--- src/rtl/video_timing_gen.sv ---
// video_timing_gen: raster timing generator with position counters, syncs, blanking, strobes and frame count
module video_timing_gen #(
    parameter int H_DISPLAY  = 256,
    parameter int H_BACK     = 23,
    parameter int H_FRONT    = 7,
    parameter int H_SYNC     = 23,
    parameter int V_DISPLAY  = 240,
    parameter int V_TOP      = 5,
    parameter int V_BOTTOM   = 14,
    parameter int V_SYNC     = 3,
    parameter int H_BITS     = 9,
    parameter int V_BITS     = 9,
    parameter bit HSYNC_POL  = 1'b1,
    parameter bit VSYNC_POL  = 1'b1,
    parameter int FRAME_BITS = 8
) (
    input  logic                  clk,
    input  logic                  reset,
    input  logic                  pix_en,
    output logic [H_BITS-1:0]     hpos,
    output logic [V_BITS-1:0]     vpos,
    output logic                  hsync,
    output logic                  vsync,
    output logic                  display_on,
    output logic                  hblank,
    output logic                  vblank,
    output logic                  line_start,
    output logic                  frame_start,
    output logic [FRAME_BITS-1:0] frame_count
);
    localparam int H_SYNC_START = H_DISPLAY + H_FRONT;
    localparam int H_SYNC_END   = H_SYNC_START + H_SYNC - 1;
    localparam int H_MAX        = H_DISPLAY + H_FRONT + H_SYNC + H_BACK - 1;
    localparam int V_SYNC_START = V_DISPLAY + V_BOTTOM;
    localparam int V_SYNC_END   = V_SYNC_START + V_SYNC - 1;
    localparam int V_MAX        = V_DISPLAY + V_BOTTOM + V_SYNC + V_TOP - 1;

    if (H_MAX >= (1 << H_BITS)) begin : g_hbits_chk
        $error("video_timing_gen: H_BITS too narrow for H_MAX");
    end
    if (V_MAX >= (1 << V_BITS)) begin : g_vbits_chk
        $error("video_timing_gen: V_BITS too narrow for V_MAX");
    end

    localparam logic [H_BITS-1:0] H_DISP_L = H_BITS'(H_DISPLAY);
    localparam logic [H_BITS-1:0] H_SS_L   = H_BITS'(H_SYNC_START);
    localparam logic [H_BITS-1:0] H_SE_L   = H_BITS'(H_SYNC_END);
    localparam logic [H_BITS-1:0] H_MAX_L  = H_BITS'(H_MAX);
    localparam logic [V_BITS-1:0] V_DISP_L = V_BITS'(V_DISPLAY);
    localparam logic [V_BITS-1:0] V_SS_L   = V_BITS'(V_SYNC_START);
    localparam logic [V_BITS-1:0] V_SE_L   = V_BITS'(V_SYNC_END);
    localparam logic [V_BITS-1:0] V_MAX_L  = V_BITS'(V_MAX);

    logic                  run_q;
    logic [H_BITS-1:0]     hpos_q, hpos_d;
    logic [V_BITS-1:0]     vpos_q, vpos_d;
    logic [FRAME_BITS-1:0] fc_q, fc_d;
    logic                  adv, h_end, v_end;

    assign adv   = pix_en & run_q;
    assign h_end = hpos_q == H_MAX_L;
    assign v_end = vpos_q == V_MAX_L;

    // reset release synchroniser: counting is held off until one clean edge after release
    always_ff @(posedge clk or negedge reset) begin
        if (!reset) run_q <= 1'b0;
        else        run_q <= 1'b1;
    end

    // next raster position and frame count
    always_comb begin
        hpos_d = h_end ? '0 : hpos_q + 1'b1;
        vpos_d = h_end ? (v_end ? '0 : vpos_q + 1'b1) : vpos_q;
        fc_d   = (h_end && v_end) ? fc_q + 1'b1 : fc_q;
    end

    // position and frame counters advance once per enabled pixel
    always_ff @(posedge clk or negedge reset) begin
        if (!reset) begin
            hpos_q <= '0;
            vpos_q <= '0;
            fc_q   <= '0;
        end else if (adv) begin
            hpos_q <= hpos_d;
            vpos_q <= vpos_d;
            fc_q   <= fc_d;
        end
    end

    assign hpos        = hpos_q;
    assign vpos        = vpos_q;
    assign frame_count = fc_q;
    assign hblank      = hpos_q >= H_DISP_L;
    assign vblank      = vpos_q >= V_DISP_L;
    assign display_on  = !hblank && !vblank;
    assign hsync       = (hpos_q >= H_SS_L && hpos_q <= H_SE_L) ? HSYNC_POL : ~HSYNC_POL;
    assign vsync       = (vpos_q >= V_SS_L && vpos_q <= V_SE_L) ? VSYNC_POL : ~VSYNC_POL;
    assign line_start  = adv && hpos_q == '0;
    assign frame_start = line_start && vpos_q == '0;
endmodule

--- config.mk ---
export PLATFORM = sky130hd
export DESIGN_NAME = video_timing_gen
export DESIGN_NICKNAME = d
export VERILOG_FILES = /design/src/rtl/video_timing_gen.sv
export SDC_FILE = /design/constraint.sdc
export NUM_CORES = 1
export LEC_CHECK = 0
export CORE_AREA = 2 2 75 77
export CTS_BUF_LIST = sky130_fd_sc_hd__clkbuf_8
export DETAILED_ROUTE_END_ITERATION = 12
export DIE_AREA = 0 0 77 79
export SYNTH_ARGS = -nofsm -noshare
export SYNTH_HDL_FRONTEND = slang
export SYNTH_SLANG_ARGS = --single-unit
--- constraint.sdc ---
create_clock -name clk -period 4.67 [get_ports clk]
set_input_delay 0.7005 -clock clk [delete_from_list [all_inputs] [get_ports clk]]
set_output_delay 0.7005 -clock clk [all_outputs]
set_load 0.01 [all_outputs]
# Yosys cells after proc, flatten, opt, wreduce, memory -nomap -nowiden
# Index checks and enable logic that the tools add are counted.
[word_totals]
word_cells = 32
output_inout_bits = 33
inputBits = 3
reg_bits = 27
[classes]
n_eq_ne = 2
bitwise = 1
magnitude_cmp = 6
add_sub_neg = 3
n_reduce_logical = 12
mux = 4
[ops]
columns = ["cell", "count"]
rows = [
  ["$add A9 B1 Y9 const B", 2],
  ["$eq A9 B9 Y1 const B", 2],
  ["$ge A9 B8 Y1 const B", 2],
  ["$ge A9 B9 Y1 const B", 2],
  ["$le A9 B9 Y1 const B", 2],
  ["$logic_not A9 Y1", 2],
  ["$mux W9", 2],
  ["$add A8 B1 Y8 const B", 1],
  ["$logic_and A1 B1 Y1", 6],
  ["$reduce_and A2 Y1", 2],
  ["$logic_not A1 Y1", 2],
  ["$mux W1", 2],
  ["$and A1 B1 Y1", 1],
]

# Logic depth before layout (Yosys ltp)
[logic_depth]
depth_word = 3
ltp_mapped = 7
depth_no_buf = 6

# Worst setup path before layout
# No wires, ideal clock.
[synth_path]
path_kind = "input port to output port"
startpoint = "in pix_en"
endpoint = "out frame_start"
arrival_ps = 1739
cell_stages = 5
path_slack_ps = 2231
n_path_buf = 1
required_time_ps = 3970
cell_sequence = "and2_1 -> buf_2 -> nand3_1 -> nor4b_2 -> and4bb_2"
[synth_via]
elab_chain_len = 3
[synth_rtl]
columns = ["element", "line", "text"]
rows = [
  ["start: declaration", "19", "input logic pix_en,"],
  ["$and A1 B1 Y1", "60", "assign adv = pix_en & run_q;"],
  ["$logic_and A1 B1 Y1", "98", "assign line_start = adv && hpos_q == '0;"],
  ["named net line_start", "27", "output logic line_start,"],
  ["$logic_and A1 B1 Y1", "99", "assign frame_start = line_start && vpos_q == '0;"],
  ["end: declaration", "28", "output logic frame_start,"],
]
# The timed path passes the listed nets, and every way through them passes these cells.

# Worst setup path after layout
[layout_path]
startpoint = "in pix_en"
endpoint = "out frame_start"
[layout_via]
elab_chain_len = 3
[layout_rtl]
columns = ["element", "line"]
rows = [
  ["$and A1 B1 Y1", "60"],
  ["$logic_and A1 B1 Y1", "98"],
  ["$logic_and A1 B1 Y1", "99"],
]
# No other way between the ends.

==> qor.tcl <==
set qor(critPathBufInv) 2
set qor(switching_share) 0.301
set qor(detailed_router_iteration_count_before_antenna_repair) 4
set qor(grt_max_degree) 28
set qor(antenna_cells) 0
set qor(cp_data_required_time_ps) 3970
set qor(met1Wirelength_um) 1730
set qor(route.final.wire_length_um) 3420
set qor(netlist-cell-type-count) 39
set qor(cellLeakagePower_nw) 0.898
set qor(ys_top_cells_by_area) {sky130_fd_sc_hd__dfrtp_1 (43%), sky130_fd_sc_hd__ha_1 (5.6%), sky130_fd_sc_hd__xor2_1 (5.6%), sky130_fd_sc_hd__nor2_1 (4.6%), sky130_fd_sc_hd__nand3_1 (3.5%)}
set qor(max_clock_freq_mhz) 293
set qor(detail_route.drc_violations) 0
set qor(final.setup_skew_ps) 1.06
set qor(worst_path_dominant_cell_family) {buffers and inverters}
set qor(internal-power_mw) 0.365
set qor(numPortBuffers) 35
set qor(vias) 1267
set qor(grtUsageTotal) 0.118
set qor(endpoint_kind) {primary output}
set qor(worst_path_clk_slew_ps) 90
set qor(synth_top_cell_by_area) {sky130_fd_sc_hd__dfrtp_1}
set qor(timing.setup.critical_path_class) {input port to primary output}
set qor(pre_cts_ws_ps) 1230
set qor(critical_path_arrival_ps) 2720
set qor(fraction_of_layout_instances_using_a_drive_strength_above_1) 0.0821
set qor(clock_tree.root_cell) {sky130_fd_sc_hd__clkbuf_8}
set qor(most-common-layout-cells) {sky130_fd_sc_hd__clkdlybuf4s50_1 (35), sky130_fd_sc_hd__dfrtp_1 (27), sky130_fd_sc_hd__nor2_1 (19)}
set qor(cts_resized) 0
set qor(postSynthRegisterBits) 27
set qor(report.final.slew_viol_count) 0
set qor(antenna_violating_nets_post_route) 0
set qor(post-route-period-util) 0.732
set qor(seq_power_share) 0.546
set qor(timing_hold_violations_final) 0
set qor(cts-htree-levels) 1
set qor(met3_wirelength_um) 160
set qor(number_of_buffers_created_by_cts) 3
set qor(grt_setup_unrepaired) {false}
set qor(hold_ws_ps) 469
set qor(synth_warnings) 0
set qor(syn2layout_area_growth_pct) 29.8
set qor(core_area_sq_um) 5340
set qor(cts_max_path_buffers) 2
set qor(timing.critical_path.cells) {clkdlybuf4s50_1 > and2_1 > nand3_1 > nor4b_2 > and4bb_2 > clkdlybuf4s50_1}
set qor(number_of_global_route_vias_before_repair) 1230
set qor(gp_congestion) 0.782
set qor(post-cts-setup-buffer-count) 0
set qor(holdBufCountCts) 0
set qor(worstPathMaxFanout) 6
set qor(cp_common_cell) {sky130_fd_sc_hd__clkdlybuf4s50_1}
set qor(avgSynthCellArea_sq_um) 9.77
set qor(hold_class) {flip-flop to flip-flop}
set qor(die_height_um) 79
set qor(wl_per_cell_um) 12.8
set qor(setup_tns_ps) 0
set qor(place.detailed.hpwl_um) 2440
set qor(synth-async-reset-ratio) 1.00
set qor(start_kind) {input port}
set qor(final_setup_violations) 0
set qor(finish.net_count) 206
set qor(p_per_area_nw_per_um2) 258
set qor(post_synth_instance_area_sq_um) 1560
set qor(first_pass_grt_wire_length_um) 5880
set qor(power.share.combinational) 0.198
set qor(floorplan.initialDensity) 0.293
set qor(edff_count_synth) 0
set qor(die-area_sq_um) 6080
set qor(status) {finished clean}
set qor(setup.reg_to_reg.worst_slack_ps) 2760
set qor(io-pin-count) 36
set qor(dr.first_iter.drc_count) 59
set qor(layout.core_utilization) 0.380
set qor(worstSkewPairLatency_ps) 270
set qor(clock_power_share) 0.256
set qor(switchingPower_mw) 0.157
set qor(synth_fp_nets) 170
set qor(route.top_layer_used) {met4}
set qor(cts.sinks) 27
set qor(grt_overflow) 0
set qor(avgViaCountPerCell) 4.75
set qor(max_cap_viol_count) 0
set qor(max_stage_delay_ps) 530
set qor(critPathSlowestCell) {sky130_fd_sc_hd__clkdlybuf4s50_1}
set qor(die_x_um) 77
set qor(finalInstanceArea_sq_um) 2030
set qor(most_common_cell_after_layout_fill_and_taps_aside) {sky130_fd_sc_hd__clkdlybuf4s50_1}
set qor(fraction_of_the_yosys_area_taken_by_sequential_cells) 0.432
set qor(synthCells) 160
set qor(min_period_ps) 3420
set qor(clock_tree_from_tritoncts) {built}
set qor(post_dp_cell_area_sq_um) 1980
set qor(dominantRegCellSynth) {sky130_fd_sc_hd__dfrtp_1}
set qor(post-route-worst-setup-slack_ps) 1250
set qor(rows) 27
set qor(initial_antenna_violation_count) 0
set qor(route.met2.wl_um) 1510
set qor(vdd.ir_drop.worst_uv) 153
set qor(synth_largest_type_area_fraction) 0.432
## layer usage
layer,vias to the layer above,track usage
met1,602,0.167
li1,637,-
met5,-,0
met3,2,0.0284
met4,0,0.0214
met2,26,0.186
## state kept, by name, indices dropped and copies added (netlist names)
name,flops
vpos,9
run_q,1
frame_count,8
hpos,9
## stage by stage
stage / power (mW) / std cells
after floorplan: 0.335 / 160
after global placement: 0.392 / 263
after detailed placement: 0.394 / 263
after CTS: 0.530 / 267
after global routing: 0.549 / 267
final: 0.523 / 267
## cell type report
| type | instances | area, sq um |
|---|---|---|
| flip-flops and latches | 27 | 676 |
| inverters | 8 | 30.0 |
| clock inverters | 1 | 5.00 |
| well taps | 72 | 90.1 |
| multi-input cells | 120 | 828 |
| fillers | 561 | 3310 |
| repair buffers | 36 | 358 |
| clock buffers | 3 | 41.3 |
## kinds of logic after synthesis
family                   synth area share
buffers and inverters              0.0376
multiplexers                       0.0144
AO/OA/AOI/OAI                      0.0761
flip-flops                          0.432
other                             0.00240
adder cells (fa/ha/maj)            0.0560
XOR/XNOR                           0.0841
AND/OR/NAND/NOR                     0.297
## power groups by stage
stage               combinational [mW]  clock, mW  sequential, mW
floorplan                       0.0462          0           0.289
global placement                 0.103          0           0.290
detailed placement               0.104          0           0.290
CTS                              0.104      0.140           0.285
global route                     0.113      0.146           0.290
finish                           0.103      0.134           0.285
## cells in the mapped netlist, types with 3 or more instances
master                    count
sky130_fd_sc_hd__a22o_1       4
sky130_fd_sc_hd__and2_1       3
sky130_fd_sc_hd__and3_1       3
sky130_fd_sc_hd__dfrtp_1     27
sky130_fd_sc_hd__ha_1         7
sky130_fd_sc_hd__inv_1        8
sky130_fd_sc_hd__nand2_1      9
sky130_fd_sc_hd__nand3_1     11
sky130_fd_sc_hd__nand4_1      3
sky130_fd_sc_hd__nor2_1      19
sky130_fd_sc_hd__nor3_1      10
sky130_fd_sc_hd__nor4_1       4
sky130_fd_sc_hd__o21ai_0      7
sky130_fd_sc_hd__xnor2_1      5
sky130_fd_sc_hd__xor2_1      10
## path summary, 6_finish.rpt
check	start	to	depth (start not counted)
worst max-delay path	pix_en	frame_start	6
min in group asynchronous	reset	vpos[5]	2
worst max register to register	hpos[1]	vpos[8]	6
worst min register to register	frame_count[7]	frame_count[7]	1
max in group asynchronous	reset	run_q	2
worst min-delay path	frame_count[7]	frame_count[7]	1
(Power assumes the default switching activity.)
